### src/rtl/hdr_ins_pkg.sv
// Shared types and width helpers for the stream header inserter.
package hdr_ins_pkg;

  typedef enum logic [1:0] {
    IDLE     = 2'd0,
    HEADER   = 2'd1,
    DATA     = 2'd2,
    DATA_BYP = 2'd3
  } state_t;

  // Width of a field able to hold 0..max_beats inclusive.
  function automatic int len_width(input int max_beats);
    return $clog2(max_beats + 1);
  endfunction

  function automatic int empty_width(input int data_width);
    return $clog2(data_width / 8);
  endfunction

endpackage

### src/rtl/avalon_st_if.sv
// Avalon-ST packet stream bundle shared by producers and consumers.
// A beat transfers on a rising clk edge where valid & ready are both high; once valid
// is raised the master holds every field stable until that transfer, and valid never
// waits on ready.
interface avalon_st_if #(
  parameter int DATA_WIDTH  = 128,
  parameter int EMPTY_WIDTH = hdr_ins_pkg::empty_width(DATA_WIDTH)
);
  logic                   valid;
  logic                   ready;
  logic                   sop;
  logic                   eop;
  logic [EMPTY_WIDTH-1:0] empty;
  logic [DATA_WIDTH-1:0]  data;

  modport master (output valid, sop, eop, empty, data, input ready);
  modport slave  (input valid, sop, eop, empty, data, output ready);
endinterface

### src/rtl/hdr_beat_mux.sv
// Combinational selector of one header beat; beat 0 is the most significant slice.
module hdr_beat_mux #(
  parameter int DATA_WIDTH    = 128,
  parameter int MAX_HDR_BEATS = 4,
  parameter int IDX_WIDTH     = $clog2(MAX_HDR_BEATS + 1)
) (
  input  logic [MAX_HDR_BEATS*DATA_WIDTH-1:0] hdr,
  input  logic [IDX_WIDTH-1:0]                idx,
  output logic [DATA_WIDTH-1:0]               beat
);

  always_comb begin
    beat = '0;
    for (int i = 0; i < MAX_HDR_BEATS; i++) begin
      if (idx == IDX_WIDTH'(i)) begin
        beat = hdr[(MAX_HDR_BEATS-1-i)*DATA_WIDTH +: DATA_WIDTH];
      end
    end
  end

endmodule

### src/rtl/stream_header_inserter.sv
// Prepends a per-packet header of 0..MAX_HDR_BEATS beats to each Avalon-ST packet,
// with full back-pressure, a zero-length bypass path and packet/drop statistics.
module stream_header_inserter
  import hdr_ins_pkg::*;
#(
  parameter int DATA_WIDTH    = 128,
  parameter int MAX_HDR_BEATS = 4,
  parameter int EMPTY_WIDTH   = empty_width(DATA_WIDTH),
  parameter int CNT_WIDTH     = 32
) (
  input  logic                                clk,
  input  logic                                rst_n,
  avalon_st_if.slave                          data_in,
  avalon_st_if.master                         data_out,
  input  logic [MAX_HDR_BEATS*DATA_WIDTH-1:0] header_data,
  input  logic [len_width(MAX_HDR_BEATS)-1:0] hdr_beats,
  output logic [CNT_WIDTH-1:0]                pkt_cnt,
  output logic [CNT_WIDTH-1:0]                drop_cnt,
  output state_t                              state
);

  localparam int                   LEN_WIDTH = len_width(MAX_HDR_BEATS);
  localparam logic [LEN_WIDTH-1:0] MAX_LEN   = LEN_WIDTH'(MAX_HDR_BEATS);

  state_t                              state_next;
  logic [LEN_WIDTH-1:0]                cnt;
  logic [LEN_WIDTH-1:0]                hdr_len;
  logic [LEN_WIDTH-1:0]                hdr_len_in;
  logic [MAX_HDR_BEATS*DATA_WIDTH-1:0] hdr_reg;
  logic [DATA_WIDTH-1:0]               hdr_beat;
  logic                                ready_en;

  logic                   out_valid;
  logic                   out_sop;
  logic                   out_eop;
  logic [EMPTY_WIDTH-1:0] out_empty;
  logic [DATA_WIDTH-1:0]  out_data;
  logic                   in_ready;
  logic                   in_hs;
  logic                   out_hs;
  logic                   hdr_last;
  logic                   idle_capture;
  logic                   drop_beat;
  logic                   pkt_done;

  hdr_beat_mux #(
    .DATA_WIDTH   (DATA_WIDTH),
    .MAX_HDR_BEATS(MAX_HDR_BEATS),
    .IDX_WIDTH    (LEN_WIDTH)
  ) u_hdr_beat_mux (
    .hdr (hdr_reg),
    .idx (cnt),
    .beat(hdr_beat)
  );

  assign hdr_len_in = (hdr_beats > MAX_LEN) ? MAX_LEN : hdr_beats;
  assign hdr_last   = (cnt == hdr_len - LEN_WIDTH'(1));

  always_comb begin
    state_next   = state;
    in_ready     = 1'b0;
    out_valid    = 1'b0;
    out_sop      = 1'b0;
    out_eop      = 1'b0;
    out_empty    = '0;
    out_data     = '0;
    idle_capture = 1'b0;
    drop_beat    = 1'b0;
    pkt_done     = 1'b0;
    case (state)
      IDLE: begin
        // ready_en keeps the input stalled until the first edge after reset release.
        in_ready  = ready_en & ~data_in.sop;
        drop_beat = data_in.valid & in_ready;
        if (ready_en && data_in.valid && data_in.sop) begin
          idle_capture = 1'b1;
          state_next   = (hdr_len_in != '0) ? HEADER : DATA_BYP;
        end
      end
      HEADER: begin
        out_valid = 1'b1;
        out_data  = hdr_beat;
        out_sop   = (cnt == '0);
        if (data_out.ready && hdr_last) begin
          state_next = DATA;
        end
      end
      DATA, DATA_BYP: begin
        out_valid = data_in.valid;
        in_ready  = data_out.ready;
        out_data  = data_in.data;
        out_eop   = data_in.eop;
        out_empty = data_in.eop ? data_in.empty : '0;
        // In bypass cnt flags whether the first beat has gone, so only the real SOP passes.
        out_sop   = (state == DATA_BYP) && (cnt == '0) && data_in.sop;
        if (data_in.valid && data_out.ready && data_in.eop) begin
          pkt_done   = 1'b1;
          state_next = IDLE;
        end
      end
      default: state_next = IDLE;
    endcase
  end

  assign in_hs  = data_in.valid & in_ready;
  assign out_hs = out_valid & data_out.ready;

  always_ff @(posedge clk or negedge rst_n) begin
    if (!rst_n) begin
      state    <= IDLE;
      cnt      <= '0;
      hdr_len  <= '0;
      hdr_reg  <= '0;
      ready_en <= 1'b0;
      pkt_cnt  <= '0;
      drop_cnt <= '0;
    end else begin
      state    <= state_next;
      ready_en <= 1'b1;
      if (idle_capture) begin
        hdr_len <= hdr_len_in;
        hdr_reg <= header_data;
        cnt     <= '0;
      end else if (state == HEADER && out_hs && !hdr_last) begin
        cnt <= cnt + LEN_WIDTH'(1);
      end else if (state == DATA_BYP && in_hs) begin
        cnt <= LEN_WIDTH'(1);
      end
      if (drop_beat) drop_cnt <= drop_cnt + CNT_WIDTH'(1);
      if (pkt_done)  pkt_cnt  <= pkt_cnt + CNT_WIDTH'(1);
    end
  end

  assign data_out.valid = out_valid;
  assign data_out.sop   = out_sop;
  assign data_out.eop   = out_eop;
  assign data_out.empty = out_empty;
  assign data_out.data  = out_data;
  assign data_in.ready  = in_ready;

endmodule

### src/flat_wrapper.sv
// flat-port wrapper written by rule: the top's interface ports become plain ports
module stream_header_inserter_flat import hdr_ins_pkg::*;
#(
  parameter int DATA_WIDTH    = 128,
  parameter int MAX_HDR_BEATS = 4,
  parameter int EMPTY_WIDTH   = empty_width(DATA_WIDTH),
  parameter int CNT_WIDTH     = 32
)
  (clk, rst_n, header_data, hdr_beats, pkt_cnt, drop_cnt, state, data_in_valid, data_in_sop, data_in_eop, data_in_empty, data_in_data, data_in_ready, data_out_valid, data_out_sop, data_out_eop, data_out_empty, data_out_data, data_out_ready);
  avalon_st_if #(.DATA_WIDTH(DATA_WIDTH), .EMPTY_WIDTH(EMPTY_WIDTH)) data_in_i ();
  avalon_st_if #(.DATA_WIDTH(DATA_WIDTH), .EMPTY_WIDTH(EMPTY_WIDTH)) data_out_i ();
  input  logic clk;
  input  logic rst_n;
  input  logic [MAX_HDR_BEATS*DATA_WIDTH-1:0] header_data;
  input  logic [len_width(MAX_HDR_BEATS)-1:0] hdr_beats;
  output logic [CNT_WIDTH-1:0] pkt_cnt;
  output logic [CNT_WIDTH-1:0] drop_cnt;
  output state_t state;
  input wire logic [$bits(data_in_i.valid)-1:0] data_in_valid;
  input wire logic [$bits(data_in_i.sop)-1:0] data_in_sop;
  input wire logic [$bits(data_in_i.eop)-1:0] data_in_eop;
  input wire logic [$bits(data_in_i.empty)-1:0] data_in_empty;
  input wire logic [$bits(data_in_i.data)-1:0] data_in_data;
  output wire logic [$bits(data_in_i.ready)-1:0] data_in_ready;
  output wire logic [$bits(data_out_i.valid)-1:0] data_out_valid;
  output wire logic [$bits(data_out_i.sop)-1:0] data_out_sop;
  output wire logic [$bits(data_out_i.eop)-1:0] data_out_eop;
  output wire logic [$bits(data_out_i.empty)-1:0] data_out_empty;
  output wire logic [$bits(data_out_i.data)-1:0] data_out_data;
  input wire logic [$bits(data_out_i.ready)-1:0] data_out_ready;
  assign data_in_i.valid = data_in_valid;
  assign data_in_i.sop = data_in_sop;
  assign data_in_i.eop = data_in_eop;
  assign data_in_i.empty = data_in_empty;
  assign data_in_i.data = data_in_data;
  assign data_in_ready = data_in_i.ready;
  assign data_out_valid = data_out_i.valid;
  assign data_out_sop = data_out_i.sop;
  assign data_out_eop = data_out_i.eop;
  assign data_out_empty = data_out_i.empty;
  assign data_out_data = data_out_i.data;
  assign data_out_i.ready = data_out_ready;
  stream_header_inserter #(.DATA_WIDTH(DATA_WIDTH), .MAX_HDR_BEATS(MAX_HDR_BEATS), .EMPTY_WIDTH(EMPTY_WIDTH), .CNT_WIDTH(CNT_WIDTH)) u_core (.clk(clk), .rst_n(rst_n), .data_in(data_in_i), .data_out(data_out_i), .header_data(header_data), .hdr_beats(hdr_beats), .pkt_cnt(pkt_cnt), .drop_cnt(drop_cnt), .state(state));
endmodule
### config.mk
export PLATFORM = sky130hd
export DESIGN_NAME = stream_header_inserter_flat
export DESIGN_NICKNAME = d
export VERILOG_FILES = /design/src/rtl/hdr_ins_pkg.sv /design/src/rtl/avalon_st_if.sv /design/src/rtl/hdr_beat_mux.sv /design/src/rtl/stream_header_inserter.sv /design/src/flat_wrapper.sv
export SDC_FILE = /design/constraint.sdc
export NUM_CORES = 1
export LEC_CHECK = 0
export ABC_AREA = 1
export CAP_MARGIN = 20
export CORE_AREA = 2 2 335 337
export DETAILED_ROUTE_END_ITERATION = 10
export DIE_AREA = 0 0 337 339
export PLACE_DENSITY_LB_ADDON = 0.15
export SETUP_SLACK_MARGIN = 0.3
export SLEW_MARGIN = 20
export SYNTH_ARGS = -nofsm -noshare
export SYNTH_HDL_FRONTEND = slang
export SYNTH_SLANG_ARGS = --single-unit
### constraint.sdc
create_clock -name clk -period 2.6 [get_ports clk]
set_clock_uncertainty 0.05 [all_clocks]
set_input_delay 0.52 -clock clk [delete_from_list [all_inputs] [get_ports clk]]
set_output_delay 0.52 -clock clk [all_outputs]
set_load 0.1 [all_outputs]
-- Word level (Yosys, flattened, before mapping)
Cells that the tools add are included.
- add/subtract/negate cells: 4
- multiply operators: 0
- div/mod/pow operators: 0
- order comparisons: 1
- equal/unequal tests: 10
- shift operators: 0
- muxes and demuxes: 25
- bitwise gates (word level): 5
- reductions and logical operators: 17
- operators with widths (cell ; count):
    $mux W128 ; 4
    $pmux W128 S2 ; 1
    $add A32 B1 Y32 const B ; 2
    $mux W3 ; 4
    $logic_and A1 B1 Y1 ; 10
    $mux W2 ; 4
    $mux W4 ; 2
    $eq A3 B2 Y1 const B ; 2
    $mux W1 ; 6
    $ne A2 B1 Y1 const B ; 3
    $pmux W1 S2 ; 3
    $pmux W2 S3 ; 1
    $reduce_bool A3 Y1 ; 2
    $and A1 B1 Y1 ; 4
    $eq A2 B2 Y1 const B ; 2
    $add A3 B1 Y3 const B ; 1
    $eq A3 B1 Y1 const B ; 1
    $eq A3 B3 Y1 ; 1
    $gt A3 B3 Y1 const B ; 1
    $logic_not A3 Y1 ; 1
    $reduce_and A3 Y1 ; 1
    $sub A3 B1 Y3 const B ; 1
    $eq A2 B1 Y1 const B ; 1
    $logic_not A2 Y1 ; 1
    other kinds (3) ; 3
- bits in registers: 585
- latch bits: 0
- RAM bits: 0
- bits in read-only memories: 0
- input bits: 653
- output and inout port bits: 202
- word-level logic and storage cells: 69
- memories: 0

-- Longest topological paths before layout
Gate-level depths: netlist of the first run.
- word-level depth: 8
- depth in mapped cells: 12
- depth with buffers taken out: 12

-- Modules after synthesis
A second synthesis of the first run with hierarchy kept.
- cell total of the unflattened synthesis: 3684
- area total of the unflattened synthesis: 29094.2 um2
- modules (own cells, without submodules) (module ; times used ; cells each ; area an instance (um2) ; sequential area each (um2)):
    stream_header_inserter ; 1 ; 2898 ; 24554.8 ; 14639.0
    hdr_beat_mux ; 1 ; 786 ; 4539.4 ; 0.0

-- Worst setup path after synthesis of the first run
No wires, ideal clock.
- path kind: register -> output
- from: register u_core.state[0]
- to: output data_out_data[65]
- arrival time: 3734 ps
- data required time: 2030 ps
- path slack: -1704 ps
- cell stages (with the launch flop): 6
- buffers on the path: 1
- path through: dfrtp_1 -> nand2_1 -> clkbuf_1 -> inv_1 -> o21ai_0 -> o21ai_0
- cells in the longest elaborated chain, start to end: 3
- elaborated cells between the ends (all ways): 5
- those cells by class: eq/ne: 3; mux: 1; reduce/logical: 1
- RTL lines (what ; RTL line ; RTL):
    start, declared ; stream_header_inserter.sv:19 ; output state_t state
    start signal, assigned ; stream_header_inserter.sv:118 ; state <= state_next;
    $eq A2 B2 Y1 ; stream_header_inserter.sv:70 ; case (state)
    $reduce_or A2 Y1 ; stream_header_inserter.sv:70 ;
    $pmux W128 S2 (*) ; stream_header_inserter.sv:70 ;
    end, declared ; flat_wrapper.sv:29 ; output wire logic [$bits(data_out_i.data)-1:0] data_out_data;
Every way passes the cells marked *; elsewhere a longest branch is shown, timed or not.

-- Final worst setup path of the first run
- from: register u_core.cnt[0]
- to: output data_out_data[78]
- cells in the longest elaborated chain, start to end: 6
- elaborated cells between the ends (all ways): 9
- those cells by class: eq/ne: 3; mux: 5; reduce/logical: 1
- RTL lines (what ; RTL line ; RTL):
    start, declared ; stream_header_inserter.sv:26 ; logic [LEN_WIDTH-1:0] cnt;
    start signal, assigned ; stream_header_inserter.sv:125 ; cnt <= cnt + LEN_WIDTH'(1);
    $logic_not A3 Y1 ; hdr_beat_mux.sv:15 ; if (idx == IDX_WIDTH'(i)) begin
    $mux W128 (3 in series) ; hdr_beat_mux.sv:15 ;
    $mux W128 (*) ; hdr_beat_mux.sv:15 ;
    $pmux W128 S2 (*) ; stream_header_inserter.sv:70 ;
Marks and branches as above.

==> key figures, run 1 <==
STA
  • Final setup vio count: between 100 and 150
  • Count of pins over their slew limit: 0
  • Fmax: a little over 300 MHz
  • RSZ-0062 raised after global routing: true
  • Min setup slack post-route: -0.643 ns
  • Fin Setup TNS: -68.81 ns
  • Fin. Hold Viols: 0
  • Slew HR: between 50 and 60%
  • Post-layout minimum cycle time: 3.24 ns
  • Worst Tran Pin Value: 0.663 ns
  • Fin crit share: 125%
  • Final hold slack: 0.327 ns

Floorplan
  • Site row count: between 100 and 150
  • Die height: roughly 340 µm
  • Die X: 337 µm
  • CORE AREA: 110,000 µm²
  • Top-Level Pins: roughly 860
  • Die ar.: 114,000 µm²
  • Initial Util: 27.0%

Global route
  • Number of global-route vias before repair: 29,800
  • All-Layer GR Usage: 22.5%
  • Global-route wire length before repair: about 200 mm
  • Number of antenna violations at the first check in global routing: 44
  • Grt ovf: 0
  • Largest net degree at the start of global routing: approximately 80

Final layout
  • Max FFs per register: between 500 and 600
  • Ratio of cells with drive above 1 in the final layout: ~21%
  • Final Core Density: 45.6%
  • Area grow syn2layout: 69.1%
  • FILL cells: about 11,000
  • Post-layout nets: 5,711

Synthesis
  • Syn_area_per_cell: 7.25 µm²
  • Register area share after synthesis: between 40% and 50%
  • Largest family of logic cells by synthesized area: simple AND/OR/NAND/NOR gates
  • Syn nets: around 4,800
  • Post-synth cell types: 34
  • Simple-gate portion of the synthesized area: 34.8%
  • Mux contribution to synthesized area: 0%
  • Adder-Cell Fraction of Synth Area: less than 1%
  • Mapped Area: approximately 30,000 µm²
  • Yosys warnings: 0
  • FF+latch count, synth: between 500 and 600
  • XOR/XNOR Fraction of Synth Area: between 1 and 1.5%
  • Post-synthesis compound-gate area fraction: just under 8%
  • Cells after Synth: about 4,100

Detailed routing
  • DRT iter0 DRCs: 2,111
  • Final ANT Viol Nets: 0
  • Routed vias/inst: 4.61
  • DR pass1 iterations: 5
  • Met3 wire len: between 7 and 8 mm
  • Metal1 wirelength: approximately 57 mm
  • Met2 Wirelength: 68.6 mm
  • Residual DRC: 0
  • Routed via count: slightly above 30,000
  • Highest Signal Layer: met5
  • Routed len/inst: between 20 and 25 µm
  • Final WL: approximately 140 mm

Job
  • Max-Cap Viols: 0

Critical path
  • Critical R2R Capture: u_core.drop_cnt[18]
  • R2r startpoint: u_core.state[1]
  • CP Launch Type: flop
  • CP required: between 2 and 2.5 ns
  • FF-to-FF path depth: 10
  • Crit-path max FO: 6
  • Critical path endpoint category: output pin
  • CP Class: flop to output pin
  • R2R Setup Slk: 0.36 ns
  • Worst EP arrival: ~2.7 ns

CTS
  • CTS Root Buffer Type: clkbuf_16
  • Bufs on Longest Clock Path: 3
  • CTS Buf Count: 75
  • CTS sink cnt: 585
  • Clk slew on worst S/H paths: about 0.060 ns
  • TritonCTS clock tree: yes
  • Max H-tree Level: 3
  • Worst skew pair latency: around 0.64 ns

Status
  • Failing checks: negative setup slack
  • Outcome: finished with violations

Placed design
  • GP Congestion: 0.842
  • Port buffer count: approximately 850
  • Post-DP HPWL: 95.1 mm

Min path
  • Min-delay worst type: input port to asynchronous set/reset pin

Power
  • Peak VDD IR: 987 µV
  • PD cells: around 1400 nW/µm²
  • Total design power: 70.4 mW
  • Leakage dissipation: around 24 nW
==> cell usage after synthesis (all sizes together) <==
cell type / instances / area, µm²
clkbuf: 136 / 512
nand2: 1933 / 7260
o22ai: 2 / 12.5
nor3: 5 / 25.0
o211ai: 127 / 953
o21ai: 262 / 1310
buf: 122 / 767
a21oi: 1 / 5.00
dfrtp: 585 / 14600
nor4: 1 / 6.26
conb: 1 / 3.75
and2: 2 / 12.5
o21a: 1 / 7.51
nand3b: 16 / 120
a211oi: 1 / 7.51
inv: 208 / 781
xnor2: 10 / 87.6
nand3: 278 / 1400
or2: 2 / 12.5
nand4: 14 / 87.6
ha: 8 / 100
xor2: 26 / 228
nor2: 368 / 1430
==> kinds of logic (layout without fill, tap and decap cells) <==
| logic type | Yosys count | after routing |
|---|---|---|
| AOI/OAI and AO/OA | 394 | 394 |
| xor gates and xnor gates | 36 | 36 |
| adders and majority gates | 8 | 8 |
| buffers and inverters | 466 | 1464 |
| DFF | 585 | 585 |
| other | 1 | 25 |
| and+or+nand+nor | 2619 | 2621 |
==> cells in the final DEF, fill, tap and decap left out, drive strengths merged <==
master	instances
bufinv	3
nor3	5
clkinv	12
conb	1
clkbuf	139
nor4	1
and2	2
a21oi	1
buf	445
or2	2
diode	24
dfrtp	585
nand3	278
ha	8
nor2	368
xor2	26
nand4	14
o211ai	127
nand2	1935
inv	211
o22ai	2
o21a	1
a211oi	1
clkinvlp	2
o21ai	262
nand3b	16
dlygate4sd3	1
clkdlybuf4s50	651
xnor2	10
==> critical path, cell delays in order, from the launching register on <==
cell and delay [ns]:
dfrtp_2 0.44, buf_6 0.14, ha_4 0.15, ha_4 0.19, inv_16 0.10, buf_16 0.14, buf_12 0.15, buf_12 0.15
nor2_4 0.03, nor2_2 0.12, nand2_2 0.12, nand2_8 0.09, buf_12 0.17
==> report_power, final <==
group / internal (mW) / switching [mW]
sequential: 13.1 / 2.35
clock: 6.41 / 4.31
combinational: 16.9 / 27.4
==> layout make-up <==
type                    instances  area [µm²]  area share, %
inverters                     208         813           1.62
repair buffers               1119       13900           27.6
multi-input cells            3060       16500           32.8
diodes                         24        60.1          0.119
flip-flops and latches        585       14600           29.1
clock buffers                 117        2310           4.58
repair inverters                1        16.3         0.0323
clock inverters                19         214          0.425
well taps                    1488        1860           3.70
==> worst max path at each step <==
stage / from / slack, ns / end / cells after the start
after detailed placement: u_core.cnt[0] / -0.20 / data_out_data[62] / 10
final: u_core.cnt[0] / -0.64 / data_out_data[78] / 12
after floorplan: u_core.state[1] / -0.15 / data_out_data[65] / 7
after CTS: u_core.cnt[1] / -0.68 / data_out_data[66] / 11
after global placement: u_core.cnt[0] / -0.19 / data_out_data[62] / 10
after global routing: u_core.cnt[0] / -0.75 / data_out_data[45] / 12
==> metrics by stage <==
step | cell area, µm² | setup WS [ns] | cells
2_1_floorplan | 31700 | -0.154 | 4109
3_3_place_gp | 44200 | -0.194 | 6366
3_5_place_dp | 44200 | -0.201 | 6366
4_1_cts | 48100 | -0.683 | 6542
5_1_grt | 50300 | -0.745 | 6618
6_report | 50300 | -0.643 | 6621
==> repair_timing <==
| action | in CTS | in global routing |
|---|---|---|
| endpoints found under the hold margin | 35 | 0 |
| buffers inserted | 24 | 27 |
| pin swaps | 88 | 205 |
| endpoints found under the setup margin | 136 | 136 |
| resized for setup | 216 | 351 |
| hold buffers | 1 | 0 |
| gates cloned | 15 | 28 |
==> layer usage <==
metal,vias to the layer above,GRT usage [%]
met2,792,38.8
li1,14900,-
met1,14600,28.2
met5,-,0
met4,38,6.17
met3,198,5.01
Power figures use the tool's default switching activity.
==> inputs of run 2 (changes only) <==
Settings changed: CTS_CLUSTER_DIAMETER set to 50.
==> key figures, run 2 (synthesized netlist as in run 1, its figures left out) <==
Floorplan
  • Die height: roughly 340 µm
  • Top-Level Pins: roughly 860
  • Initial Util: roughly 27%
  • Site row count: roughly 120
  • Die X: around 340 µm
  • Die ar.: roughly 110,000 µm²
  • CORE AREA: 110,000 µm²

STA
  • Worst Tran Pin Value: between 0.6 and 0.7 ns
  • Fin. Hold Viols: 0
  • Post-layout minimum cycle time: about 3.2 ns
  • Final setup vio count: 134
  • Fmax: 311 MHz
  • RSZ-0062 raised after global routing: true
  • Count of pins over their slew limit: 0
  • Fin crit share: 124%
  • Min setup slack post-route: -0.620 ns
  • Slew HR: between 50% and 60%
  • Final hold slack: 0.306 ns
  • Fin Setup TNS: -70.02 ns

Critical path
  • CP Launch Type: flop
  • Worst EP arrival: between 2 and 3 ns
  • Critical R2R Capture: u_core.drop_cnt[18]
  • FF-to-FF path depth: 10
  • CP required: ~2 ns
  • Crit-path max FO: 6
  • Crit path max-delay family: buffers and inverters
  • Buf+Inv Stages, Crit Path: 6
  • Slowest-stage cell, CP: dfrtp_2
  • CP Class: flop to output pin
  • Worst-path cell chain: inv_2 > buf_6 > ha_4 > nand2_8 > buf_12 > buf_8 > buf_6 > o211ai_1 > nand3_1 > nand2_2 > nand2_8 > buf_12
  • R2r startpoint: u_core.state[1]
  • R2R Setup Slk: roughly 0.44 ns
  • Critical Path Max Stage Delay: ~0.43 ns
  • Critical path endpoint category: output pin

Final layout
  • Most common cell after layout, fill and taps aside: nand2_1
  • Final non-filler cell total: 6,670
  • FILL cells: about 11,000
  • Multi-input gate area: ~16,000 µm²
  • Design area: 51,200 µm²
  • Final Core Density: 46.4%
  • Register Area: 14,600 µm²
  • Area grow syn2layout: 72.1%
  • Post-layout nets: roughly 5,700
  • Max FFs per register: ~510
  • Ratio of cells with drive above 1 in the final layout: around a fifth
  • Commonest non-fill, non-tap cells in the layout: 1,673 x nand2_1, 651 x clkdlybuf4s50_1, 582 x dfrtp_1, 287 x nor2_1, 223 x buf_12

Placed design
  • Cell Count Post-Placement: between 6,000 and 7,000
  • Port buffer count: 854
  • Post-DP HPWL: roughly 95 mm
  • Placed cell areas: 44,200 µm²
  • GP Congestion: around 0.84
  • Place WS: -0.201 ns

Global route
  • Number of antenna violations at the first check in global routing: 50
  • Largest net degree at the start of global routing: between 80 and 90
  • Met1 Track Usage GR: a little under 30%
  • Global-route wire length before repair: ~200 mm
  • Routing usage on met3: ~5.2%
  • All-Layer GR Usage: between 20% and 30%
  • Number of global-route vias before repair: 30,300
  • M2 GR Usage: 39.6%
  • Grt ovf: 0
  • GR peak layer: met2

Status
  • Failing checks: negative setup slack
  • Outcome: finished with violations

CTS
  • Worst skew pair latency: 0.66 ns
  • Clk slew on worst S/H paths: approximately 0.05 ns
  • CTS sink cnt: 585
  • CTS Root Buffer Type: clkbuf_16
  • Max H-tree Level: 3
  • CTS Buf Count: 90
  • Bufs on Longest Clock Path: 3
  • TritonCTS clock tree: yes

Power
  • PD cells: between 1000 and 1500 nW/µm²
  • Leakage dissipation: 24.0 nW
  • Peak VDD IR: ~1100 µV
  • Total design power: 73.5 mW

Job
  • Max-Cap Viols: 0

Detailed routing
  • Final WL: roughly 140 mm
  • Routed len/inst: between 20 and 25 µm
  • Routed via count: between 30,000 and 40,000
  • DRT iter0 DRCs: around 2,100
  • Final ANT Viol Nets: 0
  • Residual DRC: 0
  • Routed vias/inst: approximately 4.6
  • DR pass1 iterations: 5

Min path
  • Min-delay worst type: input port to asynchronous set/reset pin
run 2: cell types whose count changed in the layout (fill, tap and decap cells not counted), sizes merged:
cell	previous run	this run
diode	24	26
buf	445	468
bufbuf	0	3
inv	211	218
clkinv	12	22
nand2	1935	1934
bufinv	3	11
clkinvlp	2	10
clkbuf	139	128
run 2: repair_timing:
action                                 4_1_cts  5_1_grt
pin swaps                                   98      197
endpoints found under the hold margin       35        0
gates cloned                                28       23
buffers inserted                            35       27
hold buffers                                 1        0
setup endpoints to repair                  136      137
gates resized for setup                    308      248
run 2: final cells by class:
type                    count  area share [%]
well taps                1488            3.63
inverters                 208            1.59
repair buffers           1139            27.9
clock buffers             112            4.87
flip-flops and latches    585            28.6
clock inverters            52            1.32
repair inverters            1          0.0317
multi-input cells        3059            31.9
diodes                     26           0.127
run 2: how the worst max path moves through the flow:
stage	start	to	slack, ns	cells past startpoint
floorplan	u_core.state[1]	data_out_data[65]	-0.15	7
global placement	u_core.cnt[0]	data_out_data[62]	-0.19	10
detailed placement	u_core.cnt[0]	data_out_data[62]	-0.20	10
CTS	u_core.cnt[0]	data_out_data[40]	-0.68	12
global route	u_core.cnt[1]	data_out_data[66]	-0.72	11
finish	u_core.cnt[0]	data_out_data[40]	-0.62	12
run 2: where the power goes:
group          switching, mW  total (mW)  internal (mW)
Combinational           27.8        45.3           17.4
Clock                   4.88        12.9           7.98
Sequential              2.28        15.4           13.1
Total                   35.0        73.5           38.5
run 2: metal layers:
metal | wire [µm] | up-vias | part of all wire [%]
li1 | - | 15000 | -
met1 | 58900 | 14800 | 42
met2 | 70500 | 864 | 50
met3 | 8710 | 198 | 6.2
met4 | 3000 | 42 | 2.1
met5 | 289 | - | 0.20
run 2: worst register-to-register path, stage by stage, from the launching register on:
cell and delay [ns]:
dfrtp_4 0.51, buf_12 0.16, clkbuf_16 0.17, nor2_4 0.16, nand3_1 0.31, nor2_1 0.25, nand2_1 0.11, nor2_1 0.17
nand2_1 0.07, nand2_1 0.06, nand2_1 0.04
